File: config.mk
export PLATFORM = sky130hd
export DESIGN_NAME = mult_stage_pipe_flat
export DESIGN_NICKNAME = d
export VERILOG_FILES = /design/src/rtl/mult_stage_pipe_if.sv /design/src/rtl/mult_stage_pipe.sv /design/src/flat_wrapper.sv
export SDC_FILE = /design/constraint.sdc
export NUM_CORES = 2
export LEC_CHECK = 0
export CAP_MARGIN = 20
export CORE_UTILIZATION = 30
export CTS_BUF_LIST = sky130_fd_sc_hd__clkbuf_2 sky130_fd_sc_hd__clkbuf_4 sky130_fd_sc_hd__clkbuf_8
export DETAILED_ROUTE_END_ITERATION = 12
export PLACE_DENSITY = 0.56
export SYNTH_ARGS = -nofsm -noshare
export SYNTH_HDL_FRONTEND = slang
export SYNTH_SLANG_ARGS = --single-unit
export TNS_END_PERCENT = 50
File: constraint.sdc
create_clock -name i_clk -period 8.81 [get_ports i_clk]
set_clock_uncertainty 0.15 [all_clocks]
set_input_delay 1.762 -clock i_clk [delete_from_list [all_inputs] [get_ports i_clk]]
set_output_delay 1.762 -clock i_clk [all_outputs]
set_load 0.01 [all_outputs]
File: src/rtl/mult_stage_pipe_if.sv
// mult_stage_pipe_if: handshake and data bundle for the PE multiply stage.
//   Upstream (FS -> MS): i_fs_rdy / o_fs_ack, i_signed, i_acc, i_ctl,
//                        i_ipix, i_wpix, i_psum
//   Downstream (MS -> SS): o_ms_rdy / i_ms_ack, o_psum, o_sum, o_ctl
//   o_sat exists only when MS_PSUM_SAT_EN is defined.
// Modports: master = the side driving the stage (FS + SS), slave = the stage.
interface mult_stage_pipe_if #(
    parameter int DWD   = 8,
    parameter int NMAC  = 4,
    parameter int NROW  = 4,
    parameter int PSUMW = 24,
    parameter int CTLW  = 8
);
    localparam int SUMW = 2*DWD + $clog2(NMAC);

    logic                      i_fs_rdy;
    logic                      o_fs_ack;
    logic                      o_ms_rdy;
    logic                      i_ms_ack;
    logic                      i_signed;
    logic                      i_acc;
    logic [CTLW-1:0]           i_ctl;
    logic [NROW*NMAC*DWD-1:0]  i_ipix;
    logic [NROW*NMAC*DWD-1:0]  i_wpix;
    logic [NROW*PSUMW-1:0]     i_psum;
    logic [NROW*PSUMW-1:0]     o_psum;
    logic [NROW*SUMW-1:0]      o_sum;
    logic [CTLW-1:0]           o_ctl;
`ifdef MS_PSUM_SAT_EN
    logic [NROW-1:0]           o_sat;

    modport master (
        output i_fs_rdy, i_ms_ack, i_signed, i_acc, i_ctl, i_ipix, i_wpix, i_psum,
        input  o_fs_ack, o_ms_rdy, o_psum, o_sum, o_ctl, o_sat
    );
    modport slave (
        input  i_fs_rdy, i_ms_ack, i_signed, i_acc, i_ctl, i_ipix, i_wpix, i_psum,
        output o_fs_ack, o_ms_rdy, o_psum, o_sum, o_ctl, o_sat
    );
`else
    modport master (
        output i_fs_rdy, i_ms_ack, i_signed, i_acc, i_ctl, i_ipix, i_wpix, i_psum,
        input  o_fs_ack, o_ms_rdy, o_psum, o_sum, o_ctl
    );
    modport slave (
        input  i_fs_rdy, i_ms_ack, i_signed, i_acc, i_ctl, i_ipix, i_wpix, i_psum,
        output o_fs_ack, o_ms_rdy, o_psum, o_sum, o_ctl
    );
`endif
endinterface

File: src/rtl/mult_stage_pipe.sv
// mult_stage_pipe: PE multiply stage between fetch (FS) and sum (SS) stages.
//   Each of NROW lanes multiplies NMAC operand pairs, reduces them to a
//   SUMW-bit signed sum and either passes it beside the incoming partial sum
//   (i_acc=0) or adds it into the partial sum (i_acc=1). Results flow through
//   a LAT-deep elastic pipeline with rdy/ack flow control; i_ctl rides along.
// Ports:
//   i_clk, i_rst_n : clock, synchronous active-low reset
//   bus (slave)    : FS/SS handshake, operands, partial sums, control word
// Optional: define MS_PSUM_SAT_EN for saturating accumulate plus the sticky
//   per-lane o_sat flags (cleared by reset or a transfer with i_ctl MSB set).
module mult_stage_pipe #(
    parameter int DWD   = 8,
    parameter int NMAC  = 4,
    parameter int NROW  = 4,
    parameter int PSUMW = 24,
    parameter int LAT   = 2,
    parameter int CTLW  = 8
) (
    input  logic             i_clk,
    input  logic             i_rst_n,
    mult_stage_pipe_if.slave bus
);
    localparam int SUMW  = 2*DWD + $clog2(NMAC);
    localparam int PW    = 2*DWD;
    // With LAT>=2 stage 0 holds raw products and the reduction lands in
    // stage 1; with LAT=1 everything is computed in front of stage 0.
    localparam int FIRST = (LAT == 1) ? 0 : 1;
    localparam int NRES  = LAT - FIRST;

    typedef logic [NROW-1:0][NMAC-1:0][PW-1:0] prod_t;

    logic [NROW-1:0][NMAC-1:0][DWD-1:0]    ipix, wpix;
    prod_t                                 prod_c, src_prod;
    logic [NROW-1:0][PSUMW-1:0]            src_psum, red_psum;
    logic [NROW-1:0][SUMW-1:0]             red_sum;
    logic                                  src_sgn, src_acc;

    logic [LAT-1:0]                        vld_pipe, adv, load;
    logic                                  fs_ack;
    logic [LAT-1:0][CTLW-1:0]              ctl_q;
    logic [NRES-1:0][NROW-1:0][PSUMW-1:0]  res_psum;
    logic [NRES-1:0][NROW-1:0][SUMW-1:0]   res_sum;

    assign ipix = bus.i_ipix;
    assign wpix = bus.i_wpix;

    // Ready ripples backward from the sink: a stage advances when it is full
    // and the next one can take it (empty or itself advancing).
    always_comb begin : p_hs
        logic rdy_nxt;
        adv     = '0;
        load    = '0;
        rdy_nxt = bus.i_ms_ack;
        for (int s = LAT-1; s >= 0; s--) begin
            adv[s]  = vld_pipe[s] & rdy_nxt;
            rdy_nxt = ~vld_pipe[s] | adv[s];
        end
        fs_ack  = rdy_nxt;
        load[0] = bus.i_fs_rdy & rdy_nxt;
        for (int s = 1; s < LAT; s++) load[s] = adv[s-1];
    end

    // Operands are widened by one bit so a single signed multiply covers
    // both signed and unsigned modes; the low PW bits are the product.
    for (genvar l = 0; l < NROW; l++) begin : g_mul
        for (genvar k = 0; k < NMAC; k++) begin : g_mac
            logic signed [DWD:0] a, b;
            assign a = {bus.i_signed & ipix[l][k][DWD-1], ipix[l][k]};
            assign b = {bus.i_signed & wpix[l][k][DWD-1], wpix[l][k]};
            assign prod_c[l][k] = PW'(a * b);
        end
    end

    if (LAT == 1) begin : g_front_comb
        assign src_prod = prod_c;
        assign src_psum = bus.i_psum;
        assign src_sgn  = bus.i_signed;
        assign src_acc  = bus.i_acc;
    end else begin : g_front_reg
        prod_t                      prod_q;
        logic [NROW-1:0][PSUMW-1:0] psum_q;
        logic                       sgn_q, acc_q;
        always_ff @(posedge i_clk) begin
            if (!i_rst_n) begin
                prod_q <= '0;
                psum_q <= '0;
                sgn_q  <= 1'b0;
                acc_q  <= 1'b0;
            end else if (load[0]) begin
                prod_q <= prod_c;
                psum_q <= bus.i_psum;
                sgn_q  <= bus.i_signed;
                acc_q  <= bus.i_acc;
            end
        end
        assign src_prod = prod_q;
        assign src_psum = psum_q;
        assign src_sgn  = sgn_q;
        assign src_acc  = acc_q;
    end

`ifdef MS_PSUM_SAT_EN
    logic [NROW-1:0] red_sat, sat_q;
`endif

    for (genvar l = 0; l < NROW; l++) begin : g_red
        logic [SUMW-1:0]  sum_l;
        logic [PSUMW-1:0] acc_l;

        // SUMW has log2(NMAC) guard bits, so the reduction cannot overflow.
        always_comb begin
            sum_l = '0;
            for (int k = 0; k < NMAC; k++)
                sum_l = sum_l + (src_sgn ? SUMW'($signed(src_prod[l][k]))
                                         : SUMW'(src_prod[l][k]));
        end

`ifdef MS_PSUM_SAT_EN
        logic [PSUMW:0] wide;
        logic           ovf;
        // One extra bit exposes signed overflow as a top-two-bit mismatch.
        always_comb begin
            wide  = (PSUMW+1)'($signed(src_psum[l])) + (PSUMW+1)'($signed(sum_l));
            ovf   = wide[PSUMW] ^ wide[PSUMW-1];
            acc_l = wide[PSUMW-1:0];
            if (ovf)
                acc_l = wide[PSUMW] ? {1'b1, {(PSUMW-1){1'b0}}}
                                    : {1'b0, {(PSUMW-1){1'b1}}};
        end
        assign red_sat[l] = src_acc & ovf;
`else
        assign acc_l = src_psum[l] + PSUMW'($signed(sum_l));
`endif

        assign red_psum[l] = src_acc ? acc_l : src_psum[l];
        assign red_sum[l]  = src_acc ? '0    : sum_l;
    end

    // Payload registers only change on load, which also keeps the output
    // stage frozen while the sink stalls.
    always_ff @(posedge i_clk) begin
        if (!i_rst_n) begin
            vld_pipe <= '0;
            ctl_q    <= '0;
            res_psum <= '0;
            res_sum  <= '0;
        end else begin
            for (int s = 0; s < LAT; s++) begin
                if (load[s])     vld_pipe[s] <= 1'b1;
                else if (adv[s]) vld_pipe[s] <= 1'b0;
            end
            if (load[0]) ctl_q[0] <= bus.i_ctl;
            for (int s = 1; s < LAT; s++)
                if (load[s]) ctl_q[s] <= ctl_q[s-1];
            if (load[FIRST]) begin
                res_psum[0] <= red_psum;
                res_sum[0]  <= red_sum;
            end
            for (int j = 1; j < NRES; j++) begin
                if (load[FIRST+j]) begin
                    res_psum[j] <= res_psum[j-1];
                    res_sum[j]  <= res_sum[j-1];
                end
            end
        end
    end

`ifdef MS_PSUM_SAT_EN
    // Clear and set in the same cycle: the new saturation event wins.
    always_ff @(posedge i_clk) begin
        if (!i_rst_n)
            sat_q <= '0;
        else
            sat_q <= ((load[0] & bus.i_ctl[CTLW-1]) ? '0 : sat_q)
                   | (load[FIRST] ? red_sat : '0);
    end
    assign bus.o_sat = sat_q;
`endif

    assign bus.o_fs_ack = fs_ack;
    assign bus.o_ms_rdy = vld_pipe[LAT-1];
    assign bus.o_ctl    = ctl_q[LAT-1];
    assign bus.o_psum   = res_psum[NRES-1];
    assign bus.o_sum    = res_sum[NRES-1];
endmodule

File: src/flat_wrapper.sv
// flat-port wrapper written by rule: the top's interface ports become plain ports
module mult_stage_pipe_flat 
#(
    parameter int DWD   = 8,
    parameter int NMAC  = 4,
    parameter int NROW  = 4,
    parameter int PSUMW = 24,
    parameter int LAT   = 2,
    parameter int CTLW  = 8
)
  (i_clk, i_rst_n, bus_i_fs_rdy, bus_i_ms_ack, bus_i_signed, bus_i_acc, bus_i_ctl, bus_i_ipix, bus_i_wpix, bus_i_psum, bus_o_fs_ack, bus_o_ms_rdy, bus_o_psum, bus_o_sum, bus_o_ctl);
  mult_stage_pipe_if #(.DWD(DWD), .NMAC(NMAC), .NROW(NROW), .PSUMW(PSUMW), .CTLW(CTLW)) bus_i ();
  input  logic i_clk;
  input  logic i_rst_n;
  input wire logic [$bits(bus_i.i_fs_rdy)-1:0] bus_i_fs_rdy;
  input wire logic [$bits(bus_i.i_ms_ack)-1:0] bus_i_ms_ack;
  input wire logic [$bits(bus_i.i_signed)-1:0] bus_i_signed;
  input wire logic [$bits(bus_i.i_acc)-1:0] bus_i_acc;
  input wire logic [$bits(bus_i.i_ctl)-1:0] bus_i_ctl;
  input wire logic [$bits(bus_i.i_ipix)-1:0] bus_i_ipix;
  input wire logic [$bits(bus_i.i_wpix)-1:0] bus_i_wpix;
  input wire logic [$bits(bus_i.i_psum)-1:0] bus_i_psum;
  output wire logic [$bits(bus_i.o_fs_ack)-1:0] bus_o_fs_ack;
  output wire logic [$bits(bus_i.o_ms_rdy)-1:0] bus_o_ms_rdy;
  output wire logic [$bits(bus_i.o_psum)-1:0] bus_o_psum;
  output wire logic [$bits(bus_i.o_sum)-1:0] bus_o_sum;
  output wire logic [$bits(bus_i.o_ctl)-1:0] bus_o_ctl;
  assign bus_i.i_fs_rdy = bus_i_fs_rdy;
  assign bus_i.i_ms_ack = bus_i_ms_ack;
  assign bus_i.i_signed = bus_i_signed;
  assign bus_i.i_acc = bus_i_acc;
  assign bus_i.i_ctl = bus_i_ctl;
  assign bus_i.i_ipix = bus_i_ipix;
  assign bus_i.i_wpix = bus_i_wpix;
  assign bus_i.i_psum = bus_i_psum;
  assign bus_o_fs_ack = bus_i.o_fs_ack;
  assign bus_o_ms_rdy = bus_i.o_ms_rdy;
  assign bus_o_psum = bus_i.o_psum;
  assign bus_o_sum = bus_i.o_sum;
  assign bus_o_ctl = bus_i.o_ctl;
  mult_stage_pipe #(.DWD(DWD), .NMAC(NMAC), .NROW(NROW), .PSUMW(PSUMW), .LAT(LAT), .CTLW(CTLW)) u_core (.i_clk(i_clk), .i_rst_n(i_rst_n), .bus(bus_i));
endmodule
==> impl_results.md <==
* Run status: completed
* Number of search-and-repair iterations in the first detailed-routing pass at 7
* Share of Yosys cell area claimed by the top area cell type at 0.314
* Gate power share at 0.733
* Top library cells by usage in the layout, fill and taps aside: 1641 x inv_1, 1338 x nand2_1, 1148 x fa_1
* Post-cts hold buffer count at 0
* Final setup violating endpoints at 0
* Final-stage net count at ~11000
* Number of max-slew violations in the final report at 0
* TritonCTS buffer count at 107
* GRT Overall Usage at 0.176
* Fmax at roughly 150 MHz
* Number of antenna violations at the first check in global routing at 24
* Max Fanout on Critical Path at 29
* Per-cell routed wire length at ~18 um
* Number of global-route vias before repair at approximately 60000
* Root Driver: clkbuf_8
* Hold crit path type: flip-flop to flip-flop
* Net count after synthesis at 10800
* Number of different library cells in the post-synthesis netlist at 65
* Ranking of synthesized cells by area: fa_1 31%, dfxtp_1 15%, ha_1 12%, inv_1 8.4%, nand2_1 6.9%
* Top cell family by delay on the critical path: adder cells
* Initial core utilization at 0.303
* Setup crit end kind: flip-flop
* Layout cell share with drive strength beyond 1 at 0.0385
* Pin count of the biggest net entering global routing at between 150 and 200
* Most frequent standard cell in the layout excluding fill and tap cells: inv_1
* Hold Vio Cnt, Final at 0
* Post-CTS setup buffer count at 0
* Library cell with the largest summed area after synthesis: fa_1
* Internal reg-to-reg setup slack at about 2200 ps
* Crit share post-route at 0.768
* Setup Crit Path Kind: input port to flip-flop
* YS warnings at 0
* Drt initial violations at roughly 2700
* Total global routing overflow at 0
* Register bit total from synthesis at 540
* H-Tree Depth at 3
* Slowest library cell on the worst path: fa_1
* Filler cells at roughly 25000
* Asr flop ratio synth at 0
* Clock Pin Slew Worst Setup and Hold Paths at 60 ps
* Avg Cell Area, Syn at ~8.5 um^2
* Setup TNS at 0 ps
* Worst-case clock buffer depth at 3
* Drc violations at 0
* Slew Limit Headroom at 0.299
* Placement row count at 180
* Sequential Power Share at 0.133
* Routability-driven placement congestion ratio at roughly 0.86
* Wire length of the first global-routing pass at roughly 340000 um
* Dpl hpwl at ~170000 um
* Syn Std Cell Area at between 70000 and 80000 um^2
* Number of sinks on the clock net at 540
* Full die area at 246000 um^2
* Critical Path Source Type: input port
* Sequential-to-total area share from yosys stat at 0.148
* Core box area at between 200000 and 250000 um^2
* Wire length after detailed routing at roughly 210000 um
* Post-placement worst setup slack at around 1100 ps
* Area growth from synthesis to layout at 15.2%
* Final ANT Viol Nets at 0
* CP peak stage delay at 500 ps
* Number of enable-type register cells in the synthesized netlist at 0
* Cells after Synth at approximately 8600
* Via count at between 50000 and 60000
* Leakage power at slightly below 40 nW
* CTS tree: done
* Sw frac at 0.491
* Slew @ Worst Pin at between 1000 and 1500 ps
* Crit-path cells: buf_6 -> buf_4 -> nand2_1 -> or2_2 -> fa_1 -> fa_1 -> inv_1 -> fa_1 -> fa_1 -> inv_1 -> fa_1 -> inv_1 -> ha_1 -> a21oi_1 -> o21bai_1 -> a21oi_1 -> o21bai_1 -> a21oi_1 -> o21ai_0 -> xnor2_1 -> nand2_1 -> a21oi_1
* Top FF cell, synth: dfxtp_1
* Worst setup slack after layout at between 2000 and 2500 ps
* CP Data Arrival Time at around 7400 ps
* Crit path buf inv count at 5
* Final core utilization at 0.349
* Number of vias per cell at 4.65
* Min Hold Slack at between 300 and 400 ps
* Relative contribution of the clock network to total power at 0.134
* Insertion delay to the later sink of the worst-skew pair at approximately 860 ps
* Worst supply voltage drop on vdd at ~0.16 mV
* Number of I/O pins at between 500 and 600
* Height of the die at just under 500 um
* RSZ-0062 raised after global routing: false
* Total net switching power at around 0.012 W
* Width of the chip at about 500 um
* Post-cts gate resize count at 0
* Max Cap Viol at 0
* Internal cell power at roughly 0.012 W
* Port Buffer Count at roughly 540
* Data required time of the critical path at around 9500 ps
* Top cell by count, worst path: fa_1
* Final min period at approximately 6800 ps
* Power density over cell area at about 280 nW/um^2
[cell type report]
cell class              instances  area (um^2)  area share
well taps                    3185         3990      0.0473
flip-flops and latches        540        10800       0.128
inverters                    1643         6180      0.0733
clock buffers                 147         1920      0.0228
clock inverters                52          732     0.00868
diodes                         22         55.1    0.000653
repair buffers                578         5790      0.0687
multi-input cells            6027        54800       0.650
[worst paths after layout]
kind / from / cells past startpoint / end
setup reg to reg: u_core.g_front_reg.prod_q[65] / 23 / u_core.bus.o_psum[47]
hold / removal: u_core.bus.o_sum[14] / 2 / u_core.bus.o_sum[14]
hold reg to reg: u_core.bus.o_sum[14] / 2 / u_core.bus.o_sum[14]
setup / recovery: bus_i_signed / 22 / u_core.g_front_reg.prod_q[111]
[worst reg2reg max path, delay by kind of cell (launching register included)]
family                   cells  cell delay, ps
AND/OR/NAND/NOR              2             350
XOR/XNOR                     2             980
flip-flops                   1             340
adder cells (fa/ha/maj)      5            2040
buffers and inverters        3             240
AO/OA/AOI/OAI               11            2470
[synthesized netlist by cell type (all sizes together) (4+ instances only)]
library cell	instances
inv	1643
nand2	1339
fa	1148
ha	708
a21oi	629
dfxtp	540
and2	489
xnor2	362
clkbuf	355
nor2	242
o21ai	131
nand3	111
o21bai	104
or2	94
a211oi	80
and3	77
a21o	70
a22oi	50
xor2	47
mux2i	46
nor3	45
o21a	28
nand4	26
or4	21
buf	19
o211ai	18
o311ai	18
or3	18
nand2b	16
a211o	14
a31oi	14
nor2b	12
a311oi	7
o31a	7
a41oi	5
o31ai	5
a2111oi	4
a2bb2oi	4
nor4	4
o41ai	4
[stage by stage]
step	std cells	area, um^2	power [W]
3_5_place_dp	12000	81600	0.0210
4_1_cts	12200	84200	0.0244
5_1_grt	12200	84300	0.0268
2_1_floorplan	8584	73200	0.0161
6_report	12200	84300	0.0240
3_3_place_gp	12000	81600	0.0207
[power groups by stage]
stage | clock network [W] | registers [W] | logic (W)
detailed placement | 0 | 0.00323 | 0.0177
global placement | 0 | 0.00322 | 0.0175
floorplan | 0 | 0.00317 | 0.0129
finish | 0.00322 | 0.00318 | 0.0176
global route | 0.00345 | 0.00323 | 0.0201
CTS | 0.00335 | 0.00319 | 0.0179
[cells by family (layout without fill, tap and decap cells)]
group | Yosys count | in the layout | share of synthesized area
flip-flops | 540 | 540 | 0.148
XOR/XNOR | 409 | 409 | 0.0489
multiplexers | 46 | 46 | 0.00629
AND/OR/NAND/NOR | 2503 | 2503 | 0.158
AO/OA/AOI/OAI | 1213 | 1213 | 0.100
adder cells (fa/ha/maj) | 1856 | 1856 | 0.435
other | 0 | 22 | 0
buffers and inverters | 2017 | 2420 | 0.104
[routing by layer]
layer  vias up  global-route usage  wire, um
li1      27200                   -         -
met1     28100               0.225     94000
met2      1074               0.301    104000
met3       247              0.0197      7760
met4         2              0.0718      8130
met5         -                   0        13
[flip-flops by register name, indices dropped and copies added (netlist names)]
register                   flops
u_core.ctl_q                   8
u_core.bus.o_ctl               8
u_core.vld_pipe                2
u_core.g_front_reg.sgn_q       1
u_core.g_front_reg.prod_q    256
u_core.bus.o_psum             96
u_core.bus.o_sum              72
u_core.g_front_reg.acc_q       1
u_core.g_front_reg.psum_q     96
Power figures use the tool's default switching activity.
